`config.mk`:
```
export PLATFORM = sky130hd
export DESIGN_NAME = graph_loader
export DESIGN_NICKNAME = d
export VERILOG_FILES = /design/src/rtl/graph_loader.sv
export SDC_FILE = /design/constraint.sdc
export NUM_CORES = 1
export LEC_CHECK = 0
export ABC_AREA = 1
export BUFFER_PORTS_ARGS = -buffer_cell sky130_fd_sc_hd__buf_2
export CAP_MARGIN = 20
export CORE_MARGIN = 2
export CORE_UTILIZATION = 41
export DETAILED_ROUTE_END_ITERATION = 8
export PLACE_DENSITY = 0.77
export SLEW_MARGIN = 5
export SYNTH_ARGS = -nofsm -noshare
export SYNTH_HDL_FRONTEND = slang
export SYNTH_SLANG_ARGS = --single-unit
```
`constraint.sdc`:
```
create_clock -name clk -period 1.6 [get_ports clk]
set_clock_uncertainty 0.2 [all_clocks]
set_input_delay 0.32 -clock clk [delete_from_list [all_inputs] [get_ports clk]]
set_output_delay 0.32 -clock clk [all_outputs]
set_load 0.01 [all_outputs]
```
`src/rtl/graph_loader.sv`:
```
// graph_loader: turns host node records into mesh packets and collects the final path count.
// Packages parameters/types are kept in this file so the block is self-contained.

package parameters;
  localparam int MAX_NODES_BITS     = 8;
  localparam int MAX_PATHS_BITS     = 16;
  localparam int MAX_EDGES_PER_LOAD = 4;
  localparam int MAX_EDGES_IOO      = 8;
  localparam int NODES_PER_BANK     = 4;
  localparam int MESH_DIMENSION     = 2;
endpackage

package types;
  import parameters::*;

  localparam int NUM_CHILDREN_BITS = $clog2(MAX_EDGES_IOO + 1);
  localparam int NUM_EDGES_BITS    = $clog2(MAX_EDGES_PER_LOAD);

  typedef enum logic [2:0] {
    CTRL_NONE    = 3'd0,
    CTRL_PARENTS = 3'd1,
    CTRL_CONFIG  = 3'd2,
    CTRL_SUM     = 3'd3,
    CTRL_DONE    = 3'd4
  } ctrl_e;

  typedef struct packed {
    logic [MAX_NODES_BITS-1:0] x;
    logic [MAX_NODES_BITS-1:0] y;
    logic [MAX_NODES_BITS-1:0] z;
  } addr_t;

  typedef struct packed {
    logic [MAX_NODES_BITS-1:0] node_id;
  } edge_t;

  typedef struct packed {
    logic                         is_you;
    logic [NUM_CHILDREN_BITS-1:0] num_children;
  } config_t;

  typedef struct packed {
    logic [MAX_PATHS_BITS-1:0] value;
  } path_sum_t;

  typedef struct packed {
    edge_t [MAX_EDGES_PER_LOAD-1:0] edges;
    logic  [NUM_EDGES_BITS-1:0]     num_edges;  // a full batch is encoded as 0
    config_t                        cfg;
    path_sum_t                      sum_t;
  } data_t;

  typedef struct packed {
    ctrl_e ctrl;
    addr_t addr;
    data_t data;
  } pkt_t;
endpackage

// Handshakes: a transfer happens on a rising clk edge where valid and ready are both 1.
// The sender holds valid and payload stable until that edge; valid never depends on ready.
module graph_loader
  import parameters::*;
  import types::*;
(
  input  logic                         clk,
  input  logic                         rst_n,
  input  logic                         host_valid,
  output logic                         host_ready,
  input  logic                         host_hdr,
  input  logic [MAX_NODES_BITS-1:0]    host_node_id,
  input  logic                         host_is_you,
  input  logic [NUM_CHILDREN_BITS-1:0] host_num_children,
  input  logic                         host_eop,
  input  logic                         host_eol,
  output logic                         valid_out,
  input  logic                         ready_out,
  output pkt_t                         out_pkt,
  input  logic                         valid_in,
  output logic                         ready_in,
  input  pkt_t                         in_pkt,
  output logic                         done,
  output logic [MAX_PATHS_BITS-1:0]    result,
  output logic                         error,
  output logic [2:0]                   dbg_state
);

  localparam int CNT_W = $clog2(MAX_EDGES_PER_LOAD + 1);
  localparam int TOT_W = $clog2(MAX_EDGES_IOO + 1);
  localparam logic [CNT_W-1:0] FULL_CNT = CNT_W'(MAX_EDGES_PER_LOAD);
  localparam logic [TOT_W-1:0] CAP_TOT  = TOT_W'(MAX_EDGES_IOO);
  localparam logic [MAX_NODES_BITS-1:0] X_SPAN = MAX_NODES_BITS'(NODES_PER_BANK * MESH_DIMENSION);
  localparam logic [MAX_NODES_BITS-1:0] Z_SPAN = MAX_NODES_BITS'(NODES_PER_BANK);
  localparam logic [MAX_NODES_BITS-1:0] Y_SPAN = MAX_NODES_BITS'(MESH_DIMENSION);

  typedef enum logic [2:0] {
    S_HDR          = 3'd0,
    S_COLLECT      = 3'd1,
    S_SEND_PARENTS = 3'd2,
    S_SEND_CONFIG  = 3'd3,
    S_WAIT_DONE    = 3'd4,
    S_FINISHED     = 3'd5
  } state_e;

  state_e                       state_q, state_d;
  logic [MAX_NODES_BITS-1:0]    node_id_q, node_id_d;
  logic                         is_you_q, is_you_d;
  logic [NUM_CHILDREN_BITS-1:0] num_children_q, num_children_d;
  logic                         eol_q, eol_d;
  logic                         eop_seen_q, eop_seen_d;
  logic [MAX_NODES_BITS-1:0]    buf_q [MAX_EDGES_PER_LOAD];
  logic [MAX_NODES_BITS-1:0]    buf_d [MAX_EDGES_PER_LOAD];
  logic [CNT_W-1:0]             count_q, count_d;
  logic [TOT_W-1:0]             total_q, total_d;
  logic                         done_q, done_d;
  logic [MAX_PATHS_BITS-1:0]    result_q, result_d;
  logic                         error_q, error_d;

  logic host_ready_c, valid_out_c, ready_in_c;
  pkt_t pkt_c;

  // Return-port fields that the loader never looks at.
  logic unused_in_bits;
  assign unused_in_bits = ^{in_pkt.addr, in_pkt.data.edges, in_pkt.data.num_edges, in_pkt.data.cfg};

  // State register and all datapath registers; reset discards any partial batch.
  always_ff @(posedge clk or negedge rst_n) begin
    if (!rst_n) begin
      state_q        <= S_HDR;
      node_id_q      <= '0;
      is_you_q       <= 1'b0;
      num_children_q <= '0;
      eol_q          <= 1'b0;
      eop_seen_q     <= 1'b0;
      for (int i = 0; i < MAX_EDGES_PER_LOAD; i++) buf_q[i] <= '0;
      count_q        <= '0;
      total_q        <= '0;
      done_q         <= 1'b0;
      result_q       <= '0;
      error_q        <= 1'b0;
    end else begin
      state_q        <= state_d;
      node_id_q      <= node_id_d;
      is_you_q       <= is_you_d;
      num_children_q <= num_children_d;
      eol_q          <= eol_d;
      eop_seen_q     <= eop_seen_d;
      buf_q          <= buf_d;
      count_q        <= count_d;
      total_q        <= total_d;
      done_q         <= done_d;
      result_q       <= result_d;
      error_q        <= error_d;
    end
  end

  // Next-state logic and handshake readiness for the record/packet sequencer.
  always_comb begin
    state_d        = state_q;
    node_id_d      = node_id_q;
    is_you_d       = is_you_q;
    num_children_d = num_children_q;
    eol_d          = eol_q;
    eop_seen_d     = eop_seen_q;
    buf_d          = buf_q;
    count_d        = count_q;
    total_d        = total_q;
    done_d         = done_q;
    result_d       = result_q;
    error_d        = error_q;
    host_ready_c   = 1'b0;
    valid_out_c    = 1'b0;
    ready_in_c     = 1'b0;
    case (state_q)
      S_HDR: begin
        host_ready_c = 1'b1;
        if (host_valid) begin
          if (host_hdr) begin
            node_id_d      = host_node_id;
            is_you_d       = host_is_you;
            num_children_d = host_num_children;
            eol_d          = host_eop & host_eol;
            eop_seen_d     = host_eop;
            count_d        = '0;
            total_d        = '0;
            state_d        = host_eop ? S_SEND_CONFIG : S_COLLECT;
          end else begin
            error_d = 1'b1;  // stray parent beat: consumed and dropped
          end
        end
      end
      S_COLLECT: begin
        host_ready_c = 1'b1;
        if (host_valid) begin
          if (host_hdr) begin
            error_d = 1'b1;  // stray header beat: consumed and dropped
          end else begin
            if (total_q < CAP_TOT) begin
              buf_d[count_q[NUM_EDGES_BITS-1:0]] = host_node_id;
              count_d = count_q + 1'b1;
              total_d = total_q + 1'b1;
            end else begin
              error_d = 1'b1;  // parent beyond the per-node cap
            end
            if (host_eop) begin
              eop_seen_d = 1'b1;
              eol_d      = host_eol;
            end
            // An eop with nothing buffered has no parents left to send.
            if (count_d == FULL_CNT) state_d = S_SEND_PARENTS;
            else if (host_eop) state_d = (count_d == '0) ? S_SEND_CONFIG : S_SEND_PARENTS;
          end
        end
      end
      S_SEND_PARENTS: begin
        valid_out_c = 1'b1;
        if (ready_out) begin
          count_d = '0;
          state_d = eop_seen_q ? S_SEND_CONFIG : S_COLLECT;
        end
      end
      S_SEND_CONFIG: begin
        valid_out_c = 1'b1;
        if (ready_out) state_d = eol_q ? S_WAIT_DONE : S_HDR;
      end
      S_WAIT_DONE: begin
        ready_in_c = 1'b1;
        if (valid_in && (in_pkt.ctrl == CTRL_DONE)) begin
          result_d = in_pkt.data.sum_t.value;
          done_d   = 1'b1;
          state_d  = S_FINISHED;
        end
      end
      S_FINISHED: begin
        done_d = 1'b1;
      end
      default: state_d = S_HDR;
    endcase
  end

  // Outgoing packet: all-zero unless a send state is driving it; content depends only on registers.
  always_comb begin
    pkt_c = '0;
    if ((state_q == S_SEND_PARENTS) || (state_q == S_SEND_CONFIG)) begin
      pkt_c.addr.x = node_id_q / X_SPAN;
      pkt_c.addr.y = (node_id_q / Z_SPAN) % Y_SPAN;
      pkt_c.addr.z = node_id_q % Z_SPAN;
    end
    if (state_q == S_SEND_PARENTS) begin
      pkt_c.ctrl           = CTRL_PARENTS;
      pkt_c.data.num_edges = count_q[NUM_EDGES_BITS-1:0];
      for (int i = 0; i < MAX_EDGES_PER_LOAD; i++) begin
        if (CNT_W'(i) < count_q) pkt_c.data.edges[i].node_id = buf_q[i];
      end
    end
    if (state_q == S_SEND_CONFIG) begin
      pkt_c.ctrl                  = CTRL_CONFIG;
      pkt_c.data.cfg.is_you       = is_you_q;
      pkt_c.data.cfg.num_children = num_children_q;
    end
  end

  assign host_ready = rst_n & host_ready_c;
  assign valid_out  = rst_n & valid_out_c;
  assign ready_in   = rst_n & ready_in_c;
  assign out_pkt    = rst_n ? pkt_c : '0;
  assign done       = done_q;
  assign result     = result_q;
  assign error      = error_q;
  assign dbg_state  = state_q;

endmodule

```
**Yosys cells after proc, flatten, opt, wreduce, memory -nomap -nowiden**

Cells that the tools add are included.

- Output and inout port bits: 106
- Input bits: 103
- Register bits after elaboration: 75
- Word-level logic and storage cells: 135

- Reductions and logical operators: 19
- Bitwise gates (word level): 7
- Mux-type cells: 66
- Order comparisons: 7
- Equality and inequality tests: 19
- Add/subtract/negate cells: 2

Operators with widths:

| operator | number |
|---|---|
| 82-bit 2-to-1 mux | 1 |
| 3-bit 2-to-1 mux | 20 |
| 8-bit 2-to-1 mux | 5 |
| 34-bit 2-to-1 mux | 1 |
| 32-bit bitwise mux | 1 |
| 1-bit 2-to-1 mux | 21 |
| 21-bit 2-to-1 mux | 1 |
| 4-bit 2-to-1 mux | 5 |
| 2-bit inequality test (second input constant) | 10 |
| 3-bit one-hot mux with 6 select lines | 1 |
| 6-bit AND reduction | 3 |
| 8-bit demux with 2-bit select | 1 |
| 3-bit equality test (second input constant) | 4 |
| 3-bit one-hot mux with 3 select lines | 1 |
| 9-bit AND reduction | 1 |
| 1-bit one-hot mux with 2 select lines | 4 |
| 4-bit one-hot mux with 2 select lines | 1 |
| 3-bit by 2-bit equality test with 1-bit output (second input constant) | 2 |
| 3-bit logical NOT | 2 |
| 1-bit by 3-bit less-than comparator with 1-bit output (first input constant) | 2 |
| 2-bit by 3-bit less-than comparator with 1-bit output (first input constant) | 2 |
| 3-bit inequality test (second input constant) | 2 |
| 5-bit 2-to-1 mux | 1 |
| 5-bit AND reduction | 1 |
| other kinds (18) | 27 |

**Longest topological paths before layout**

Gate-level depths: netlist of run 1.

- Word-level depth: 12
- Mapped depth: 11
- Gate-level depth less buffers: 11

**Worst setup path before layout of run 1**

No wires, ideal clock.

- Path type: flip-flop to output port
- Start point: register state_q[2], in the netlist dbg_state[2]
- End point: output out_pkt[39] (netlist name)
- Path buffers: 1
- Path slack: -449 ps
- Arrival time: 1,529 ps
- Data required time: 1,080 ps
- Stages on the path, launching flop included: 9
- Path through: dfrtp_1 > inv_2 > nand2_1 > nor2_1 > inv_1 > nor2_4 > inv_2 > buf_6 > nor3_1

RTL lines:

| what | RTL line | source |
|---|---|---|
| start, declared | 105 | `state_e state_q, state_d;` |
| start signal, assigned | 142 | `state_q <= state_d;` |
| end, declared | 78 | `output pkt_t out_pkt,` |

==> flow_summary_export.csv, run 1 <==
group,metric,value,unit
timing,relSlewSlack,0.359,
synth,synth_warnings,0,
status,status,"complete, but fails checks",
drt,first_iter_violations,180,
clock_network,clock_tree.buffer_depth,2,
placement,port_buffers,112,
setup_path,path_cells,"inv_4, nand2_4, nor2_4, inv_2, nor2_4, buf_12, inv_8, nor3_4, buf_6",
global_route,grt_pass1_vias,3441,
die,rows,36,
pwr,power_density,1510,mW/mm²
clock_network,cts_num_sinks,75,
timing,tightest_slew,0.961,ns
synth,avgSynthCellArea,8.82,µm²
clock_network,clkTransAtPathRegs,0.09,ns
drt,wl_per_cell,15.2,µm
setup_path,start_kind,"register",
layout,fin_area,0.00627,mm²
timing,clock.fmax,454,MHz
layout,syn_to_final_growth,56.3,%
synth,seq_area_frac_synth,0.467,
setup_path,crit_required,1.08,ns
clock_network,cts_max_level,3,
global_route,grt_pass1_wl,17500,µm
setup_path,crit_type,"register to output pin",
drt,drc_errors,0,
worst_hold_path,worstHoldPathType,"primary input to async pin",
die,die_w,103,µm
run,max_cap_violations,0,
pwr,p_leak,3.17,nW
drt,num_vias,3738,
die,dieArea,0.0106,mm²
setup_path,r2r_slack,-0.51,ns
timing,finalSetupTns,-53.97,ns
pwr,vdd_ir_drop_max,0.807,mV
synth,syn_inst,455,
pwr,power.total,0.00948,W
placement,post_dp_cell_area,0.00502,mm²
synth,synth_top_family_by_area,"simple AND/OR/NAND/NOR gates",
timing,period_minus_slack,2.20,ns
layout,antenna_cells,0,
setup_path,path_max_fanout,13,
die,coreArea,0.00964,mm²
drt,drtPass1Iterations,5,
synth,synth_compound_area_frac,0.0717,
layout,final_cell_mix,"buf_2, dfrtp_1, nand2_1, inv_1, buf_4",
synth,synth-seq-cells,75,
synth,yosys-mux-area-fraction,0.0757,
timing,fin_ws,-0.602,ns
setup_path,crit_buf_inv,5,
setup_path,crit_path_end_kind,"output pin",
synth,synth-simple-area-share,0.216,
setup_path,slowest_delay,0.43,ns
layout,finalNonFillerCells,792,
global_route,overflow,0,
layout,final_common_cell,"buf_2",
placement,dpl.hpwl,7320,µm
status,violations,"hold timing, setup timing",
drt,ant_nets,0,
global_route,grt_use_total,0.218,
setup_path,r2r_start,"dbg_state[1]$_DFFE_PN0P_",
clock_network,cts_buffers,9,
die,start_util,0.417,
placement,dpl.cell_count,730,
synth,synth_xor_area_frac,0.00436,
setup_path,crit_top_cell,"nor2_4",
timing,finalSetupViolCount,129,
layout,final_nets,762,
global_route,grt_antenna_before_repair,0,
layout,drive_above_1_share,0.501,
synth,synth_cell_types,33,
timing,rsz0062_at_grt,"yes",
drt,via_per_inst,4.72,
die,die_height,103,µm
die,pin_count,209,
synth,syn_area,0.00402,mm²
clock_network,clock_latency,0.36,ns
clock_network,cts_tree,"yes",
clock_network,cts_root_buf,"clkbuf_8",
timing,slew_viol_final,0,
timing,fin_crit_sh,1.38,
global_route,grt_max_degree,76,
setup_path,cpLargestDelayFamily,"buffers and inverters",
drt,wirelength,12100,µm
timing,hold_viol,6,
timing,hold_ws,-0.0268,ns
synth,synth_adder_area_share,0.0156,
setup_path,crit_path_top_delay_cell,"dfrtp_2",
placement,gp_congestion,0.884,
setup_path,crit_start,"dbg_state[2]$_DFFE_PN0P_",
setup_path,arrival,1.68,ns
==> cells in the mapped netlist, drive strengths merged <==
master / instances / area, µm²
conb: 1 / 3.75
dfrtp: 75 / 1880
nor2: 48 / 251
o21bai: 1 / 7.51
nand3: 13 / 82.6
mux2: 24 / 304
xor2: 2 / 17.5
nand3b: 1 / 7.51
inv: 66 / 248
nand4: 3 / 33.8
nand2: 90 / 353
or2: 2 / 12.5
nor3: 25 / 125
clkinv: 1 / 3.75
a21boi: 1 / 7.51
buf: 42 / 342
o21a: 1 / 7.51
o21ai: 44 / 220
ha: 5 / 62.6
clkbuf: 1 / 3.75
a21oi: 9 / 45.0
==> kinds of logic (layout without fill, tap and decap cells) <==
family,after synthesis,count (layout)
flops,75,75
mux,24,24
simple gates,182,185
compound gates,56,56
other cells,1,33
fa+ha+maj,5,5
xor+xnor,2,2
buf+inv,110,279
==> power by group <==
part           switching (W)  internal [W]
Clock               0.000712      0.000962
Sequential          0.000365       0.00270
Combinational        0.00265       0.00210
Total                0.00373       0.00576
==> registers in the layout, summed over array words and instances, names as in the netlist <==
register,cells
eop_seen_q,1
node_id_q,8
is_you_q,1
result,16
num_children_q,4
eol_q,1
total_q,4
error,1
count_q,3
done,1
buf_q,32
dbg_state,3
==> what timing repair did <==
action | 4_1_cts | 5_1_grt
pin swaps | 14 | 20
setup endpoints to repair | 127 | 130
cloned | 6 | 3
resized for setup | 70 | 97
endpoints found under the hold margin | 18 | 0
hold buffers | 18 | 0
setup buffers | 14 | 7
==> area by class of cell <==
| cell class | count | area, µm² |
|---|---|---|
| Clock buffer | 12 | 155 |
| Clock inverter | 4 | 72.6 |
| Fill cell | 754 | 3360 |
| Inverter | 67 | 277 |
| Multi-Input combinational cell | 305 | 2180 |
| Sequential cell | 75 | 1880 |
| Tap cell | 133 | 166 |
| Timing Repair Buffer | 195 | 1530 |
| Timing Repair inverter | 1 | 11.3 |
==> final timing paths <==
check,to,depth (start not counted)
min in group clk,eol_q$_DFFE_PN0P_,3
max in group asynchronous,dbg_state[0]$_DFFE_PN0P_,2
setup reg to reg,buf_q[15]$_DFFE_PN0P_,13
hold reg to reg,error$_DFFE_PN0P_,1
hold / removal,error$_DFFE_PN0P_,2
setup / recovery,out_pkt[45],9
==> layer usage <==
layer	vias to the layer above	wire, µm	global-route usage
met3	24	639	0.0441
met4	0	197	0.0769
met2	135	6270	0.359
met5	-	0	0
met1	1801	4960	0.287
li1	1778	-	-
==> per-stage QoR <==
step,setup slack (ns),utilization
final,-0.602,0.651
after global routing,-0.688,0.651
after CTS,-0.591,0.612
after detailed placement,-0.336,0.521
after global placement,-0.334,0.521
after floorplan,-0.268,-
==> worst reg2reg max path, cell delays in order, from the launching register on <==
cell     delay [ns]
dfrtp_2        0.43
buf_4          0.15
buf_6          0.12
inv_4          0.05
buf_4          0.11
nand2_4        0.06
nor2_8         0.14
nand4_4        0.12
buf_6          0.17
nor2_4         0.11
buf_6          0.12
buf_16         0.11
nand2_1        0.05
o21ai_1        0.08
Note: power is estimated with default switching activity, not from simulation.
==> run 2: changes to the inputs <==
==> constraint.sdc (replaced) <==
create_clock -name clk -period 1.6 [get_ports clk]
set_clock_uncertainty 0.2 [all_clocks]
set_input_delay 0.08 -clock clk [delete_from_list [all_inputs] [get_ports clk]]
set_output_delay 0.08 -clock clk [all_outputs]
set_load 0.01 [all_outputs]
==> flow_summary_export.csv, run 2 (synthesis results as in run 1) <==
group,metric,value,unit
placement,gp_congestion,0.884,
clock_network,clock_latency,0.36,ns
status,violations,"setup timing",
die,start_util,0.417,
drt,via_per_inst,4.83,
timing,slew_viol_final,0,
placement,post-place-ws,-0.146,ns
drt,ant_nets,0,
setup_path,r2r_cells,11,
clock_network,clkTransAtPathRegs,0.08,ns
drt,wl_met2,6960,µm
drt,drc_errors,0,
placement,dpl.hpwl,7120,µm
placement,port_buffers,112,
timing,fin_ws,-0.526,ns
setup_path,path_depth,9,
clock_network,cts_num_sinks,75,
drt,met3WireLength,647,µm
die,die_w,103,µm
drt,first_iter_violations,160,
global_route,overflow,0,
drt,wirelength,12900,µm
drt,top_layer,"met4",
timing,hold_ws,0.0456,ns
setup_path,crit_required,1.32,ns
timing,clock.fmax,470,MHz
worst_hold_path,whs_path_depth,7,
pwr,vdd_ir_drop_max,0.768,mV
setup_path,arrival,1.85,ns
clock_network,cts_tree,"yes",
drt,wl_per_cell,15.9,µm
die,rows,36,
clock_network,clock_tree.buffer_depth,2,
global_route,grt_pass1_wl,18000,µm
layout,nFillCells,698,
die,die_height,103,µm
clock_network,cts_buffers,9,
timing,tightest_slew,0.693,ns
timing,fin_crit_sh,1.33,
worst_hold_path,worstHoldPathType,"primary input to register",
timing,period_minus_slack,2.13,ns
global_route,grt_pass1_vias,3771,
layout,largest-register,"buf_q",
drt,drt-met1-wl,5040,µm
drt,num_vias,3931,
die,dieArea,0.0106,mm²
timing,relSlewSlack,0.538,
setup_path,crit_top_cell,"inv_2",
setup_path,crit_type,"register to output pin",
drt,drtPass1Iterations,5,
die,coreArea,0.00964,mm²
pwr,power_density,1460,mW/mm²
setup_path,path_max_fanout,8,
layout,syn_to_final_growth,65.8,%
layout,final_nets,785,
setup_path,r2r_start,"dbg_state[1]$_DFFE_PN0P_",
global_route,grt_use_total,0.224,
setup_path,cpLargestDelayFamily,"buffers and inverters",
global_route,grt_antenna_before_repair,0,
status,status,"complete, but fails checks",
clock_network,cts_max_level,3,
setup_path,crit_start,"dbg_state[2]$_DFFE_PN0P_",
setup_path,slowest_delay,0.43,ns
layout,drive_above_1_share,0.554,
setup_path,path_cells,"inv_2, nand2_2, nor2_2, inv_2, nor2_4, inv_4, buf_6, nor3_2, buf_2",
layout,final_common_cell,"buf_2",
setup_path,crit_end,"out_pkt[25]",
global_route,grt_max_degree,76,
run,max_cap_violations,0,
layout,largest_register_ffs,32,
setup_path,start_kind,"register",
layout,final_cell_mix,"buf_2, dfrtp_1, inv_1, nand2_1, buf_6",
layout,antenna_cells,0,
timing,rsz0062_at_grt,"yes",
pwr,p_leak,3.35,nW
setup_path,crit_path_top_delay_cell,"dfrtp_2",
timing,hold_viol,0,
setup_path,crit_buf_inv,5,
setup_path,r2r-end,"buf_q[5]$_DFFE_PN0P_",
die,pin_count,209,
setup_path,r2r_slack,-0.43,ns
clock_network,cts_root_buf,"clkbuf_8",
timing,finalSetupViolCount,127,
pwr,power.total,0.00974,W
setup_path,crit_path_end_kind,"output pin",
run 2: cell types whose count changed in the layout (fill, tap and decap cells not counted), moves of 7 or more:
cell | before | now
nor2_4 | 18 | 25
o21ai_2 | 5 | 15
buf_6 | 33 | 42
nand2_1 | 70 | 45
nand2_4 | 10 | 19
nand2_2 | 8 | 25
dlygate4sd3_1 | 18 | 36
o21ai_1 | 33 | 25
run 2: how the worst min path moves through the flow:
| stage | to | start |
|---|---|---|
| finish | dbg_state[0]$_DFFE_PN0P_ | host_hdr |
| global route | node_id_q[0]$_DFFE_PN0P_ | host_hdr |
| CTS | node_id_q[0]$_DFFE_PN0P_ | host_hdr |
| detailed placement | result[14]$_DFFE_PN0P_ | in_pkt[14] |
| global placement | result[11]$_DFFE_PN0P_ | in_pkt[11] |
| floorplan | buf_q[0]$_DFFE_PN0P_ | rst_n |
run 2: repair_timing:
| item | CTS | global route |
|---|---|---|
| cloned | 6 | 1 |
| endpoints found under the setup margin | 123 | 130 |
| gates resized for setup | 87 | 152 |
| hold buffers | 36 | 0 |
| endpoints found under the hold margin | 142 | 0 |
| setup buffers | 19 | 9 |
| pin swaps | 15 | 31 |
run 2: tightest hold or removal path, stage by stage:
cell and delay [ns]:
buf_2 0.16, nand2_2 0.07, nand2_2 0.05, nor2_1 0.04
nand3_1 0.07, nand2_1 0.05, nand2_1 0.05
run 2: metrics by stage:
stage / setup TNS, ns / utilization / cells / area [µm²]
2_1_floorplan: -4.66 / - / 487 / 4280
3_3_place_gp: -3.04 / 0.522 / 730 / 5030
3_5_place_dp: -5.53 / 0.522 / 730 / 5030
4_1_cts: -33.39 / 0.631 / 806 / 6090
5_1_grt: -49.22 / 0.691 / 814 / 6660
6_report: -43.13 / 0.691 / 814 / 6660
run 2: layout make-up:
type / count / area (µm²) / area share
Multi-Input combinational cell: 305 / 2360 / 0.354
Clock buffer: 12 / 135 / 0.0203
Sequential cell: 75 / 1880 / 0.283
Timing Repair Buffer: 219 / 1800 / 0.271
Clock inverter: 3 / 40.0 / 0.00601
Tap cell: 133 / 166 / 0.0250
Inverter: 67 / 274 / 0.0412
run 2: where the power goes:
group / switching [W] / internal, W
clock: 0.000702 / 0.000710
sequential: 0.000362 / 0.00270
combinational: 0.00291 / 0.00236
run 2: layer usage:
| metal | up-vias | global-route usage |
|---|---|---|
| met1 | 1936 | 0.270 |
| met3 | 30 | 0.0468 |
| met4 | 0 | 0.101 |
| li1 | 1817 | - |
| met5 | - | 0 |
| met2 | 148 | 0.385 |
==> run 3: changes to the inputs <==
Settings changed: CORE_UTILIZATION 41 to 42, CTS_BUF_LIST set to sky130_fd_sc_hd__clkbuf_4 sky130_fd_sc_hd__clkbuf_8, PLACE_DENSITY 0.77 to 0.78.
==> flow_summary_export.csv, run 3 (synthesis results as in run 1) <==
group,metric,value,unit
status,status,"complete, but fails checks",
status,violations,"setup timing",
run,max_cap_violations,0,
layout,antenna_cells,0,
setup_path,arrival,1.81,ns
timing,period_minus_slack,2.09,ns
clock_network,cts_buffers,9,
timing,hold_viol,0,
clock_network,cts_tree,"yes",
timing,clock.fmax,479,MHz
timing,relSlewSlack,0.343,
global_route,grt_use_total,0.256,
layout,final_nets,782,
layout,drive_above_1_share,0.554,
global_route,grt_pass1_wl,20300,µm
global_route,overflow,0,
pwr,power_density,1530,mW/mm²
die,rows,35,
setup_path,path_cells,"inv_2, nand2_2, nor2_2, inv_2, nor2_4, inv_4, buf_12, nor3_4, buf_2",
layout,final_common_cell,"buf_2",
timing,finalSetupViolCount,127,
setup_path,crit_path_end_kind,"output pin",
die,die_height,102,µm
pwr,p_leak,3.36,nW
drt,ant_nets,0,
pwr,power.total,0.0102,W
drt,wl_per_cell,17.6,µm
clock_network,clock_latency,0.36,ns
clock_network,cts_root_buf,"clkbuf_8",
layout,final_cell_mix,"buf_2, dfrtp_1, inv_1, nand2_1, dlygate4sd3_1",
pwr,vdd_ir_drop_max,0.731,mV
layout,largest-register,"buf_q",
placement,gp_congestion,0.852,
drt,drc_errors,0,
drt,wirelength,14200,µm
setup_path,r2r_cells,12,
timing,tightest_slew,0.985,ns
clock_network,clock_tree.buffer_depth,2,
setup_path,crit_required,1.32,ns
timing,rsz0062_at_grt,"yes",
setup_path,crit_type,"register to output pin",
global_route,grt_pass1_vias,4014,
clock_network,cts_num_sinks,75,
timing,fin_crit_sh,1.30,
setup_path,crit_top_cell,"inv_2",
clock_network,cts_max_level,3,
die,coreArea,0.00924,mm²
global_route,grt_antenna_before_repair,0,
global_route,grt_max_degree,76,
placement,dpl.hpwl,7230,µm
setup_path,start_kind,"register",
layout,utilization,0.719,
placement,port_buffers,112,
drt,first_iter_violations,245,
global_route,grt_use_met3,0.0511,
setup_path,path_max_fanout,7,
timing,fin_ws,-0.488,ns
drt,via_per_inst,4.97,
die,dieArea,0.0104,mm²
die,die_w,102,µm
timing,hold_ws,0.0612,ns
clock_network,clkTransAtPathRegs,0.09,ns
layout,syn_to_final_growth,65.5,%
die,pin_count,209,
drt,drtPass1Iterations,7,
setup_path,crit_path_top_delay_cell,"dfrtp_2",
die,start_util,0.435,
worst_hold_path,whs_path_depth,3,
worst_hold_path,worstHoldPathType,"primary input to register",
global_route,grt_use_met1,0.310,
setup_path,slowest_delay,0.42,ns
global_route,grt_util_met2,0.436,
global_route,top_usage_layer,"met2",
drt,num_vias,4016,
timing,slew_viol_final,0,
layout,largest_register_ffs,32,
[run 3: worst paths after layout]
| kind | start | endpoint | slack [ns] |
|---|---|---|---|
| worst max-delay path | dbg_state[2]$_DFFE_PN0P_ | out_pkt[23] | -0.49 |
| worst min-delay path | host_valid | node_id_q[4]$_DFFE_PN0P_ | 0.06 |
| worst max register to register | dbg_state[1]$_DFFE_PN0P_ | buf_q[6]$_DFFE_PN0P_ | -0.45 |
| worst min register to register | error$_DFFE_PN0P_ | error$_DFFE_PN0P_ | 0.28 |
| max in group asynchronous | rst_n | dbg_state[1]$_DFFE_PN0P_ | 0.17 |
| min in group asynchronous | rst_n | num_children_q[3]$_DFFE_PN0P_ | 0.31 |
[run 3: timing repair]
action                                  in CTS  in global routing
hold endpoints to repair                   142                  0
resized for setup                          101                134
pin swaps                                   20                 26
hold buffers                                36                  0
gates cloned                                 7                  1
endpoints found under the setup margin     124                128
setup buffers                               29                  9
[run 3: area by class of cell]
class	instances	area, µm²
clock inverters	5	85.1
well taps	129	161
flip-flops and latches	75	1880
fillers	595	2590
repair buffers	216	1700
clock buffers	11	145
multi-input cells	305	2390
inverters	67	279
[run 3: critical path, delay by kind of cell, from the launching register on]
kind	cells	cell delay, ns
AND/OR/NAND/NOR	4	0.51
buffers and inverters	5	0.50
flip-flops	1	0.42
[run 3: per-layer routing]
metal  up-vias  share of wire
li1       1809              -
met1      1983           0.37
met2       178           0.54
met3        46          0.053
met4         0          0.038
met5         -              0
[run 3: where the power goes]
| part | switching, W | total (W) | internal [W] |
|---|---|---|---|
| sequential | 0.000386 | 0.00308 | 0.00269 |
| combinational | 0.00309 | 0.00541 | 0.00232 |
| clock | 0.000767 | 0.00172 | 0.000948 |
| total | 0.00424 | 0.0102 | 0.00596 |
[run 3: stage by stage]
| stage | instance area, µm² | cells | setup TNS [ns] | worst slack, ns |
|---|---|---|---|---|
| 4_1_cts | 6260 | 808 | -38.90 | -0.445 |
| 3_3_place_gp | 4990 | 721 | -4.67 | -0.106 |
| 2_1_floorplan | 4280 | 487 | -4.66 | -0.0821 |
| 3_5_place_dp | 4990 | 721 | -8.07 | -0.184 |
| 5_1_grt | 6650 | 808 | -49.27 | -0.546 |
| 6_report | 6650 | 808 | -42.47 | -0.488 |
